File: src/rtl/param_mux_sequencer_if.sv
// Handshake bundle between the neuron output bank, the word sequencer and its serial consumer.
interface param_mux_sequencer_if #(
    parameter int unsigned DATA_W = 16,
    parameter int unsigned N_IN   = 32,
    parameter int unsigned SEL_W  = 5
) ();
    logic [N_IN*DATA_W-1:0] d_in;
    logic [SEL_W-1:0]       sel;
    logic                   sel_valid;
    logic                   sel_ready;
    logic                   scan_start;
    logic [SEL_W-1:0]       scan_first;
    logic [SEL_W-1:0]       scan_last;
    logic [DATA_W-1:0]      d_out;
    logic [SEL_W-1:0]       out_idx;
    logic                   out_valid;
    logic                   out_ready;
    logic                   out_last;
    logic                   busy;
    logic                   scan_done;
    logic                   sel_err;

    modport master (
        output d_in, sel, sel_valid, scan_start, scan_first, scan_last, out_ready,
        input  sel_ready, d_out, out_idx, out_valid, out_last, busy, scan_done, sel_err
    );

    modport slave (
        input  d_in, sel, sel_valid, scan_start, scan_first, scan_last, out_ready,
        output sel_ready, d_out, out_idx, out_valid, out_last, busy, scan_done, sel_err
    );
endinterface

File: src/rtl/param_mux_sequencer.sv
// Registered N:1 word selector: direct indexed reads or autonomous first..last scans,
// with valid/ready flow control on both request and output sides.
module param_mux_sequencer #(
    parameter int unsigned DATA_W = 16,
    parameter int unsigned N_IN   = 32,
    parameter int unsigned SEL_W  = 5
) (
    input  logic                 clk,
    input  logic                 rst_n,
    param_mux_sequencer_if.slave bus
);
    localparam int unsigned N_SLOT = 1 << SEL_W;

    typedef enum logic [1:0] {IDLE, SCAN, DRAIN} state_t;

    state_t              state_q, state_d;
    logic [SEL_W-1:0]    idx_q, idx_d;
    logic [SEL_W-1:0]    last_q, last_d;
    logic [DATA_W-1:0]   d_out_q, d_out_d;
    logic [SEL_W-1:0]    out_idx_q, out_idx_d;
    logic                out_valid_q, out_valid_d;
    logic                out_last_q, out_last_d;
    logic                busy_q, busy_d;
    logic                scan_done_q, scan_done_d;
    logic                sel_err_q, sel_err_d;
    logic                ready_en_q;

    logic                load_en_c;
    logic                sel_ready_c;
    logic                sel_oob_c;
    logic                scan_bad_c;
    logic [SEL_W-1:0]    rd_idx_c;
    logic [DATA_W-1:0]   rd_word_c;
    logic [DATA_W-1:0]   words [N_SLOT];

    // Pad the word table to the full index range so out-of-range selects read zero.
    for (genvar k = 0; k < N_SLOT; k++) begin : g_word
        if (k < N_IN) begin : g_live
            assign words[k] = bus.d_in[k*DATA_W +: DATA_W];
        end else begin : g_pad
            assign words[k] = '0;
        end
    end

    assign load_en_c  = ~out_valid_q | bus.out_ready;
    assign sel_oob_c  = 32'(bus.sel) >= N_IN;
    assign scan_bad_c = (bus.scan_first > bus.scan_last) || (32'(bus.scan_last) >= N_IN);
    assign rd_idx_c   = (state_q == SCAN) ? idx_q : bus.sel;
    assign rd_word_c  = words[rd_idx_c];

    // Next-state and output-register logic.
    always_comb begin
        state_d     = state_q;
        idx_d       = idx_q;
        last_d      = last_q;
        d_out_d     = d_out_q;
        out_idx_d   = out_idx_q;
        out_last_d  = out_last_q;
        out_valid_d = out_valid_q & ~bus.out_ready;
        busy_d      = busy_q;
        scan_done_d = 1'b0;
        sel_err_d   = 1'b0;
        sel_ready_c = 1'b0;

        case (state_q)
            IDLE: begin
                // A scan request wins over a simultaneous direct request.
                if (bus.scan_start) begin
                    if (scan_bad_c) begin
                        sel_err_d = 1'b1;
                    end else begin
                        idx_d   = bus.scan_first;
                        last_d  = bus.scan_last;
                        busy_d  = 1'b1;
                        state_d = SCAN;
                    end
                end else begin
                    sel_ready_c = ready_en_q & load_en_c;
                    if (bus.sel_valid & sel_ready_c) begin
                        d_out_d     = rd_word_c;
                        out_idx_d   = bus.sel;
                        out_last_d  = 1'b0;
                        out_valid_d = 1'b1;
                        sel_err_d   = sel_oob_c;
                    end
                end
            end
            SCAN: begin
                if (load_en_c) begin
                    d_out_d     = rd_word_c;
                    out_idx_d   = idx_q;
                    out_last_d  = (idx_q == last_q);
                    out_valid_d = 1'b1;
                    if (idx_q == last_q) begin
                        state_d = DRAIN;
                    end else begin
                        idx_d = idx_q + SEL_W'(1);
                    end
                end
            end
            DRAIN: begin
                if (out_valid_q & bus.out_ready) begin
                    state_d     = IDLE;
                    busy_d      = 1'b0;
                    scan_done_d = 1'b1;
                end
            end
            default: state_d = IDLE;
        endcase
    end

    // State and output registers; ready_en holds off requests until the first edge after reset.
    always_ff @(posedge clk or negedge rst_n) begin
        if (!rst_n) begin
            state_q     <= IDLE;
            idx_q       <= '0;
            last_q      <= '0;
            d_out_q     <= '0;
            out_idx_q   <= '0;
            out_valid_q <= 1'b0;
            out_last_q  <= 1'b0;
            busy_q      <= 1'b0;
            scan_done_q <= 1'b0;
            sel_err_q   <= 1'b0;
            ready_en_q  <= 1'b0;
        end else begin
            state_q     <= state_d;
            idx_q       <= idx_d;
            last_q      <= last_d;
            d_out_q     <= d_out_d;
            out_idx_q   <= out_idx_d;
            out_valid_q <= out_valid_d;
            out_last_q  <= out_last_d;
            busy_q      <= busy_d;
            scan_done_q <= scan_done_d;
            sel_err_q   <= sel_err_d;
            ready_en_q  <= 1'b1;
        end
    end

    assign bus.sel_ready = sel_ready_c;
    assign bus.d_out     = d_out_q;
    assign bus.out_idx   = out_idx_q;
    assign bus.out_valid = out_valid_q;
    assign bus.out_last  = out_last_q;
    assign bus.busy      = busy_q;
    assign bus.scan_done = scan_done_q;
    assign bus.sel_err   = sel_err_q;
endmodule
File: src/flat_wrapper.sv
// flat-port wrapper written by rule: the top's interface ports become plain ports
module param_mux_sequencer_flat 
#(
    parameter int unsigned DATA_W = 16,
    parameter int unsigned N_IN   = 32,
    parameter int unsigned SEL_W  = 5
)
  (clk, rst_n, bus_d_in, bus_sel, bus_sel_valid, bus_scan_start, bus_scan_first, bus_scan_last, bus_out_ready, bus_sel_ready, bus_d_out, bus_out_idx, bus_out_valid, bus_out_last, bus_busy, bus_scan_done, bus_sel_err);
  param_mux_sequencer_if #(.DATA_W(DATA_W), .N_IN(N_IN), .SEL_W(SEL_W)) bus_i ();
  input  logic clk;
  input  logic rst_n;
  input wire logic [$bits(bus_i.d_in)-1:0] bus_d_in;
  input wire logic [$bits(bus_i.sel)-1:0] bus_sel;
  input wire logic [$bits(bus_i.sel_valid)-1:0] bus_sel_valid;
  input wire logic [$bits(bus_i.scan_start)-1:0] bus_scan_start;
  input wire logic [$bits(bus_i.scan_first)-1:0] bus_scan_first;
  input wire logic [$bits(bus_i.scan_last)-1:0] bus_scan_last;
  input wire logic [$bits(bus_i.out_ready)-1:0] bus_out_ready;
  output wire logic [$bits(bus_i.sel_ready)-1:0] bus_sel_ready;
  output wire logic [$bits(bus_i.d_out)-1:0] bus_d_out;
  output wire logic [$bits(bus_i.out_idx)-1:0] bus_out_idx;
  output wire logic [$bits(bus_i.out_valid)-1:0] bus_out_valid;
  output wire logic [$bits(bus_i.out_last)-1:0] bus_out_last;
  output wire logic [$bits(bus_i.busy)-1:0] bus_busy;
  output wire logic [$bits(bus_i.scan_done)-1:0] bus_scan_done;
  output wire logic [$bits(bus_i.sel_err)-1:0] bus_sel_err;
  assign bus_i.d_in = bus_d_in;
  assign bus_i.sel = bus_sel;
  assign bus_i.sel_valid = bus_sel_valid;
  assign bus_i.scan_start = bus_scan_start;
  assign bus_i.scan_first = bus_scan_first;
  assign bus_i.scan_last = bus_scan_last;
  assign bus_i.out_ready = bus_out_ready;
  assign bus_sel_ready = bus_i.sel_ready;
  assign bus_d_out = bus_i.d_out;
  assign bus_out_idx = bus_i.out_idx;
  assign bus_out_valid = bus_i.out_valid;
  assign bus_out_last = bus_i.out_last;
  assign bus_busy = bus_i.busy;
  assign bus_scan_done = bus_i.scan_done;
  assign bus_sel_err = bus_i.sel_err;
  param_mux_sequencer #(.DATA_W(DATA_W), .N_IN(N_IN), .SEL_W(SEL_W)) u_core (.clk(clk), .rst_n(rst_n), .bus(bus_i));
endmodule
File: config.mk
export PLATFORM = sky130hd
export DESIGN_NAME = param_mux_sequencer_flat
export DESIGN_NICKNAME = d
export VERILOG_FILES = /design/src/rtl/param_mux_sequencer_if.sv /design/src/rtl/param_mux_sequencer.sv /design/src/flat_wrapper.sv
export SDC_FILE = /design/constraint.sdc
export NUM_CORES = 1
export LEC_CHECK = 0
export CAP_MARGIN = 20
export CELL_PAD_IN_SITES_DETAIL_PLACEMENT = 1
export CELL_PAD_IN_SITES_GLOBAL_PLACEMENT = 1
export CORE_AREA = 5 5 215 217
export CTS_BUF_LIST = sky130_fd_sc_hd__clkbuf_8
export DETAILED_ROUTE_END_ITERATION = 8
export DIE_AREA = 0 0 220 222
export HOLD_SLACK_MARGIN = 0.08
export PLACE_DENSITY_LB_ADDON = 0.1
export SYNTH_ARGS = -nofsm -noshare
export SYNTH_HDL_FRONTEND = slang
export SYNTH_SLANG_ARGS = --single-unit
File: constraint.sdc
create_clock -name clk -period 2.5 [get_ports clk]
set_input_delay 0.25 -clock clk [delete_from_list [all_inputs] [get_ports clk]]
set_output_delay 0.25 -clock clk [all_outputs]
set_load 0.1 [all_outputs]
Word level (Yosys, flattened, before mapping) --
Cells that the tools add are included.
Storage, ports and cells: register bits 39, output and inout port bits 27
Cells by class: $add $sub $neg 1, magnitude comparators 2, equality and inequality tests 11, multiplexer cells 42, bitwise gates (word level) 9, reductions and logical operators 8
Operators with widths (count):
- binary-select mux 16 bit (select 5 bit) | 1
- two-way mux 16 bit | 5
- two-way mux 5 bit | 8
- one-hot mux 16 bit (2 select lines) | 1
- one-hot mux 5 bit (2 select lines) | 2
- two-way mux 1 bit | 16
- two-way mux 2 bit | 5
- != test 2 bit (second input constant) | 5
- AND reduction 5 bit | 2
- AND reduction 4 bit | 2
- >= comparator 6 bit (second input constant) | 1
- != test 2 x 1 -> 1 bit (second input constant) | 3
- inverter 5 -> 6 bit | 1
- one-hot mux 1 bit (2 select lines) | 3
- one-hot mux 2 bit (3 select lines) | 1
- adder 5 x 1 -> 5 bit (second input constant) | 1
- equality test 5 bit | 1
- greater-than comparator 5 bit | 1
- AND 1 bit | 4
- nonzero test 2 bit | 2
- inverter 1 bit | 3
- AND reduction 3 bit | 1
- equality test 2 x 1 -> 1 bit (second input constant) | 1
- equality test 2 bit (second input constant) | 1
- 2 further kinds | 2

Logic depth before layout (Yosys ltp) --
Gate-level depths: netlist of the first run.
depth after elaboration 9, depth in mapped cells 10, mapped depth without buffers 8

Least setup slack after synthesis of the first run --
OpenSTA, ideal clock, no wires.
path kind register to register, start register u_core.out_valid_q (netlist: u_core.bus.out_valid), end register u_core.d_out_q[10] (netlist: u_core.bus.d_out[10]), data arrival time 2389 ps, path slack 39 ps, stages on the path, launching flop included 9, path buffers 2, cell sequence dfrtp_1 > nor2b_1 > nor3_1 > or3b_1 > buf_2 > buf_6 > a31oi_1 > a32oi_1 > nand4_1
Between the ends: word-level cells in the longest chain between the ends 6, elaborated cells between the ends (all ways) 7, classes of those cells 2 x eq/ne; 4 x bitwise; 1 x reduce/logical
RTL lines:
- start, declared | line param_mux_sequencer.sv:21 | logic out_valid_q, out_valid_d;
- start signal, assigned | line param_mux_sequencer.sv:132 | out_valid_q <= out_valid_d;
- inverter 1 bit (*) | line param_mux_sequencer.sv:45 | assign load_en_c = ~out_valid_q | bus.out_ready;
- OR 1 bit (*) | line param_mux_sequencer.sv:45
- AND 1 bit | line param_mux_sequencer.sv:78 | sel_ready_c = ready_en_q & load_en_c;
- AND 1 bit | line param_mux_sequencer.sv:79 | if (bus.sel_valid & sel_ready_c) begin
- != test 2 x 1 -> 1 bit (no source line)
- AND reduction 4 bit (no source line) (*)
- end signal, assigned | line param_mux_sequencer.sv:130 | d_out_q <= d_out_d;
- end, declared | line param_mux_sequencer.sv:19 | logic [DATA_W-1:0] d_out_q, d_out_d;
Mark *: on every way between the ends. The rest lies on a longest branch, timed or not. A chain may end at the register's enable or synchronous reset.

Worst setup path in the final report of the first run --
start register u_core.state_q[1], end register u_core.d_out_q[5] (netlist: u_core.bus.d_out[5])
Between the ends: word-level cells in the longest chain between the ends 9, elaborated cells between the ends (all ways) 16, classes of those cells 4 x eq/ne; 8 x mux; 1 x bitwise; 3 x reduce/logical
RTL lines:
- start, declared | line param_mux_sequencer.sv:16 | state_t state_q, state_d;
- start signal, assigned | line param_mux_sequencer.sv:127 | state_q <= state_d;
- equality test 2 x 1 -> 1 bit | line param_mux_sequencer.sv:48, param_mux_sequencer.sv:65
- two-way mux 5 bit | line param_mux_sequencer.sv:48 | assign rd_idx_c = (state_q == SCAN) ? idx_q : bus.sel;
- inverter 5 -> 6 bit (implied by the code) | line param_mux_sequencer.sv:49 | assign rd_word_c = words[rd_idx_c];
- binary-select mux 16 bit (select 5 bit) | line param_mux_sequencer.sv:49
- two-way mux 16 bit (implied by the code) (2 in series) | line param_mux_sequencer.sv:49
- two-way mux 16 bit | line param_mux_sequencer.sv:79
- two-way mux 16 bit | line param_mux_sequencer.sv:68 | if (bus.scan_start) begin
- one-hot mux 16 bit (2 select lines) | line param_mux_sequencer.sv:65 | case (state_q)
Parallel ways exist; a longest one is shown, timed or not. The select of a mux whose other input is x is not followed.

==> flow_metrics.py, run 1 <==
metrics = {
    "global_routing": {
        "grt_pass1_wl_um": 85000,
        "grt_pass1_vias": 11791,
        "grt_overflow": 0,
        "grt_usage": 0.236,
        "antenna_found_initial": 16,
        "grt_max_degree": 42,
    },
    "clock_network": {
        "clock-sinks": 39,
        "clk_pin_slew_ps": 110,
        "cts.path.max_buffers": 2,
        "root_buffer": "clkbuf_8",
        "clkLatencyLatePin_ps": 350,
        "cts_buffers": 5,
        "htree_num_levels": 2,
        "tritoncts": "built",
    },
    "cells_and_area": {
        "nets": 2218,
        "final_cell_mix": "clkdlybuf4s50_1 (529), nand2_1 (335), buf_4 (113), nand3_1 (101), nor2_1 (84)",
        "fin_area_mm2": 0.0142,
        "n_fill_cell": 5336,
        "drive_gt1_frac": 0.117,
        "syn2layout_area_growth_pct": 108,
        "final_common_cell": "clkdlybuf4s50_1",
    },
    "timing": {
        "max_slew_margin": 0.461,
        "finalCritPeriodShare": 0.956,
        "period_needed_ps": 2390,
        "fin_tns_setup_ps": 0,
        "setup_violations": 0,
        "worst_pin_slew_ps": 808,
        "timing.final.ws_setup_ps": 110,
        "rsz0062_at_grt": "true",
        "slew_violations": 0,
        "clock_skew_ps": 12.5,
        "hold_ws_ps": 506,
        "hold_violations": 0,
        "fmax_ghz": 0.418,
    },
    "floorplanning": {
        "rows": 77,
        "io-pin-count": 559,
        "start_util": 0.155,
        "core-area_mm2": 0.0439,
        "die_h_um": 222,
        "die-area_mm2": 0.0488,
        "die_x_um": 220,
    },
    "logic_synthesis": {
        "synth_area_mm2": 0.00681,
        "yosys-top-cells-area": "nand2_1 (18%), dfrtp_1 (14%), mux2i_1 (12%), nand3_1 (7.4%), a32oi_1 (5.4%)",
        "yosys.area.top_type": "nand2_1",
        "synthArstFlopShare": 1.00,
        "synth_cell_types": 56,
        "synth_area_per_cell_um2": 6.20,
        "syn_nets": 1636,
        "synth-main-ff-cell": "dfrtp_1",
        "synth_cells": 1098,
        "synth_edf_count": 0,
        "ys_seq_area_frac": 0.143,
        "yosysWarnings": 0,
        "ys_seq_elements": 39,
        "netlist.area_leader.share": 0.185,
    },
    "placement": {
        "gp_congestion": 0.880,
        "postPlaceCellArea_mm2": 0.0138,
        "pre_cts_slack_ps": -211,
        "dp_hpwl_um": 50800,
        "io_buffers": 558,
    },
    "routing": {
        "first_iter_violations": 581,
        "first_pass_iters": 5,
        "routed_via_density": 4.72,
        "route.detailed.drc": 0,
        "final_antenna_net_count": 0,
        "wirelength_um": 60600,
        "wl_per_cell_um": 26.6,
        "vias": 10760,
    },
    "power_and_ir_drop": {
        "vdd_drop_max_v": 0.000480,
        "p_comb_frac": 0.876,
        "power.switching_mw": 8.65,
        "powerDensity_mw_per_mm2": 1040,
        "seq_power_share": 0.081,
        "internal_power_mw": 6.10,
        "p_total_mw": 14.8,
        "pwr-share-clk": 0.043,
        "netSwitchingFraction": 0.587,
        "power_leakage_nw": 5.59,
    },
    "worst_setup_path": {
        "worst_setup_path_end_kind": "register",
        "startpoint_type": "register",
        "crit_arrival_ps": 2680,
        "ff2ff_path_depth": 10,
        "critical_path_peak_fanout": 25,
        "cp.required_ps": 2790,
        "criticalPathCategory": "reg2reg",
    },
    "run": {
        "maxCapViolations": 0,
    },
    "hold_path": {
        "hold_class": "reg2reg",
        "min_path_cells": 2,
    },
    "outcome": {
        "status": "complete, no violations",
    },
}
-- worst paths after layout --
| check | start | to | slack [ps] |
|---|---|---|---|
| setup / recovery | u_core.state_q[1] | u_core.bus.d_out[5] | 110 |
| hold / removal | u_core.bus.out_idx[0] | u_core.bus.out_idx[0] | 510 |
| setup reg to reg | u_core.state_q[1] | u_core.bus.d_out[5] | 110 |
| hold reg to reg | u_core.bus.out_idx[0] | u_core.bus.out_idx[0] | 510 |
| max in group asynchronous | rst_n | u_core.bus.busy | 1370 |
| min in group asynchronous | rst_n | u_core.state_q[1] | 520 |
-- power groups by stage --
stage	clock network, mW	registers, mW	logic [mW]
3_5_place_dp	0	1.20	12.6
3_3_place_gp	0	1.20	12.6
4_1_cts	0.658	1.19	12.8
2_1_floorplan	0	2.42	5.59
6_report	0.640	1.19	12.9
5_1_grt	0.680	1.24	13.8
-- kinds of logic after synthesis --
group	after synthesis	synth area share
xor gates and xnor gates	5	0.00643
adders and majority gates	6	0.0110
DFF	39	0.143
AOI/OAI and AO/OA	211	0.215
and+or+nand+nor	630	0.410
other	1	0.000551
buffers and inverters	112	0.0733
muxes	94	0.141
-- stage by stage --
step | utilization | std cells
2_1_floorplan | - | 1098
3_3_place_gp | 0.314 | 2253
3_5_place_dp | 0.314 | 2253
4_1_cts | 0.318 | 2266
5_1_grt | 0.322 | 2276
6_report | 0.323 | 2279
-- cells in the mapped netlist, types with 13 or more instances --
| cell | instances |
|---|---|
| buf_2 | 36 |
| nor2_1 | 85 |
| a32oi_1 | 42 |
| nand4_1 | 54 |
| nand2_1 | 335 |
| a31oi_1 | 47 |
| o21ai_0 | 45 |
| clkbuf_1 | 44 |
| mux2i_1 | 80 |
| buf_1 | 13 |
| a21oi_1 | 19 |
| nand3_1 | 101 |
| dfrtp_1 | 39 |
-- timing repair --
item,in CTS,in global routing
setup endpoints to repair,4,15
pin swaps,1,4
gates cloned,0,1
gates resized for setup,4,10
hold buffers,1,0
endpoints found under the hold margin,23,0
setup buffers,4,6
-- flip-flops by register name (all words and copies together), names as in the netlist --
signal	cells
u_core.ready_en_q	1
u_core.idx_q	5
u_core.last_q	5
u_core.bus.scan_done	1
u_core.bus.sel_err	1
u_core.bus.d_out	16
u_core.bus.out_last	1
u_core.state_q	2
u_core.bus.busy	1
u_core.bus.out_valid	1
u_core.bus.out_idx	5
-- metal layers --
layer	vias to the layer above	part of all wire	GRT usage
met1	5201	0.43	0.302
met4	18	0.0093	0.0314
met5	-	0.0016	0
li1	5129	-	-
met3	42	0.079	0.0691
met2	370	0.48	0.404
-- critical path, cell delays in order (launching register included) --
cell and delay, ps:
dfrtp_1 450, nand2b_2 250, buf_12 190, a21oi_4 260
buf_12 240, nor2_4 90, buf_4 150, a22oi_2 310
buf_4 190, nand4_1 110, nand4_1 100
-- area by class of cell --
cell class,count,area (um2),area share
inverters,11,41.3,0.00291
well taps,592,741,0.0523
multi-input cells,947,5510,0.389
diodes,6,15.0,0.00106
repair buffers,676,6770,0.478
clock inverters,3,47.5,0.00336
clock buffers,5,68.8,0.00486
flip-flops and latches,39,977,0.0690
No activity file was read; power rests on OpenSTA's default activity.
==> inputs of run 2 (changes only) <==
Settings changed: CTS_CLUSTER_DIAMETER from default to 100.
==> results of run 2 <==
The final DEF is identical to that of run 1; final timing and power are the same.
==> inputs of run 3 (changes only) <==
==> constraint.sdc (replaced) <==
create_clock -name clk -period 2.5 [get_ports clk]
set_input_delay 0.5 -clock clk [delete_from_list [all_inputs] [get_ports clk]]
set_output_delay 0.5 -clock clk [all_outputs]
set_load 0.1 [all_outputs]
==> run 3 against run 2 <==
  * Non-clock buffer count rose by 30
  * Critical path depth fell by 3
  * Utilization rose by 0.64 points
  * Clock-buffer cell count did not move
  * Clock skew rose by 10 ps
  * Power rose by 2.2%
  * Largest cell class unchanged
==> flow_metrics.py, run 3 (synthesized netlist as in run 1, its figures left out) <==
metrics = {
    "outcome": {
        "status": "complete, no violations",
    },
    "cells_and_area": {
        "fin_cells": 2316,
        "final_cell_mix": "clkdlybuf4s50_1 (529), nand2_1 (335), buf_4 (139), nand3_1 (100), nor2_1 (84)",
        "syn2layout_area_growth_pct": 112,
        "final_common_cell": "clkdlybuf4s50_1",
        "largest_reg_flops": 16,
        "n_fill_cell": 5381,
        "drive_gt1_frac": 0.130,
        "nets": 2248,
    },
    "clock_network": {
        "cts.path.max_buffers": 2,
        "hold_buffers": 0,
        "clkLatencyLatePin_ps": 340,
        "cts_buffers": 5,
        "clock-sinks": 39,
        "tritoncts": "built",
        "clk_pin_slew_ps": 120,
        "root_buffer": "clkbuf_8",
        "htree_num_levels": 2,
    },
    "worst_setup_path": {
        "r2r_slack_ps": 70,
        "cp.required_ps": 2710,
        "startpoint_type": "register",
        "critical_path_peak_fanout": 34,
        "timing.rr.start": "u_core.state_q[1]",
        "crit_arrival_ps": 2640,
        "criticalPathCategory": "reg2reg",
        "ff2ff_path_depth": 7,
        "r2r_end": "u_core.bus.d_out[0]",
        "worst_setup_path_end_kind": "register",
    },
    "routing": {
        "first_iter_violations": 504,
        "wl_met2_um": 28900,
        "routed_via_density": 4.71,
        "first_pass_iters": 5,
        "wl_per_cell_um": 26.3,
        "vias": 10905,
        "final_antenna_net_count": 0,
        "route.detailed.drc": 0,
        "top_layer_used": "met5",
        "wirelength_met1_um": 26400,
        "wl_met3_um": 4520,
        "wirelength_um": 60800,
    },
    "floorplanning": {
        "die-area_mm2": 0.0488,
        "io-pin-count": 559,
        "die_h_um": 222,
        "start_util": 0.155,
        "rows": 77,
        "core-area_mm2": 0.0439,
        "die_x_um": 220,
    },
    "timing": {
        "clock_skew_ps": 22.8,
        "hold_violations": 0,
        "hold_ws_ps": 135,
        "rsz0062_at_grt": "false",
        "period_needed_ps": 2430,
        "fmax_ghz": 0.411,
        "worst_pin_slew_ps": 623,
        "max_slew_margin": 0.583,
        "slew_violations": 0,
        "setup_violations": 0,
        "finalCritPeriodShare": 0.974,
    },
    "power_and_ir_drop": {
        "p_comb_frac": 0.881,
        "power.switching_mw": 8.61,
        "seq_power_share": 0.078,
        "powerDensity_mw_per_mm2": 1040,
        "pwr-share-clk": 0.041,
        "vdd_drop_max_v": 0.000448,
        "netSwitchingFraction": 0.571,
        "power_leakage_nw": 5.76,
        "internal_power_mw": 6.46,
    },
    "global_routing": {
        "grt_overflow": 0,
        "grt_pass1_wl_um": 84300,
        "grt_pass1_vias": 11938,
        "grt_usage": 0.235,
        "antenna_found_initial": 19,
        "grt_max_degree": 35,
    },
    "placement": {
        "dp.cells": 2292,
        "gp_congestion": 0.891,
        "io_buffers": 558,
        "dp_hpwl_um": 51500,
    },
    "run": {
        "maxCapViolations": 0,
    },
    "hold_path": {
        "hold_class": "in2async",
    },
}
run 3: cell count changes in the layout (fill, tap and decap cells not counted), sizes merged:
cell         delta
buf            +31
diode           +7
dlygate4sd3     -1
run 3: area by class of cell:
cell class | instances | area [um2] | area share
clock inverters | 3 | 47.5 | 0.00329
clock buffers | 5 | 68.8 | 0.00476
diodes | 13 | 32.5 | 0.00225
repair buffers | 706 | 7070 | 0.490
multi-input cells | 947 | 5460 | 0.378
well taps | 592 | 741 | 0.0513
flip-flops and latches | 39 | 980 | 0.0678
inverters | 11 | 41.3 | 0.00286
run 3: worst max path at each step:
stage	from	endpoint	slack, ps	depth (start not counted)
3_3_place_gp	bus_sel[2]	u_core.bus.d_out[7]	-360	8
5_1_grt	u_core.state_q[1]	u_core.bus.d_out[5]	4	10
2_1_floorplan	u_core.bus.out_valid	u_core.bus.d_out[10]	40	8
4_1_cts	u_core.state_q[1]	u_core.bus.d_out[10]	7	10
3_5_place_dp	bus_sel[2]	u_core.bus.d_out[7]	-370	8
6_report	u_core.state_q[1]	u_core.bus.d_out[0]	70	7
run 3: power groups by stage:
stage	combinational, mW	sequential [mW]	clock, mW
2_1_floorplan	5.59	2.42	0
3_3_place_gp	13.2	1.17	0
3_5_place_dp	13.2	1.18	0
4_1_cts	13.3	1.17	0.647
5_1_grt	14.2	1.21	0.657
6_report	13.3	1.17	0.624
run 3: worst max-delay path: stages (launching register included):
cell and delay, ps:
dfrtp_2 480, nand2b_2 270, buf_12 200, mux2_1 320, buf_4 190, o32a_1 360, a32oi_1 330, nand4_1 130
run 3: what timing repair did:
| action | CTS | global route |
|---|---|---|
| gates cloned | 0 | 1 |
| pin swaps | 1 | 3 |
| resized for setup | 0 | 8 |
| setup endpoints to repair | 1 | 13 |
| setup buffers | 0 | 2 |
| endpoints found under the hold margin | 0 | 0 |
run 3: layer usage:
metal	vias up	GRT usage
met5	-	0
met4	14	0.0532
met3	45	0.0672
met2	378	0.396
met1	5265	0.297
li1	5203	-
run 3: stage by stage:
stage / TNS, ps / power, mW / utilization / setup WS [ps] / area, um2
6_report: 0 / 15.1 / 0.329 / 66.0 / 14400
5_1_grt: 0 / 16.1 / 0.329 / 3.98 / 14400
4_1_cts: 0 / 15.1 / 0.326 / 7.35 / 14300
3_5_place_dp: -5380 / 14.4 / 0.324 / -371 / 14200
3_3_place_gp: -4660 / 14.3 / 0.324 / -361 / 14200
2_1_floorplan: 0 / 8.01 / - / 39.4 / 6810
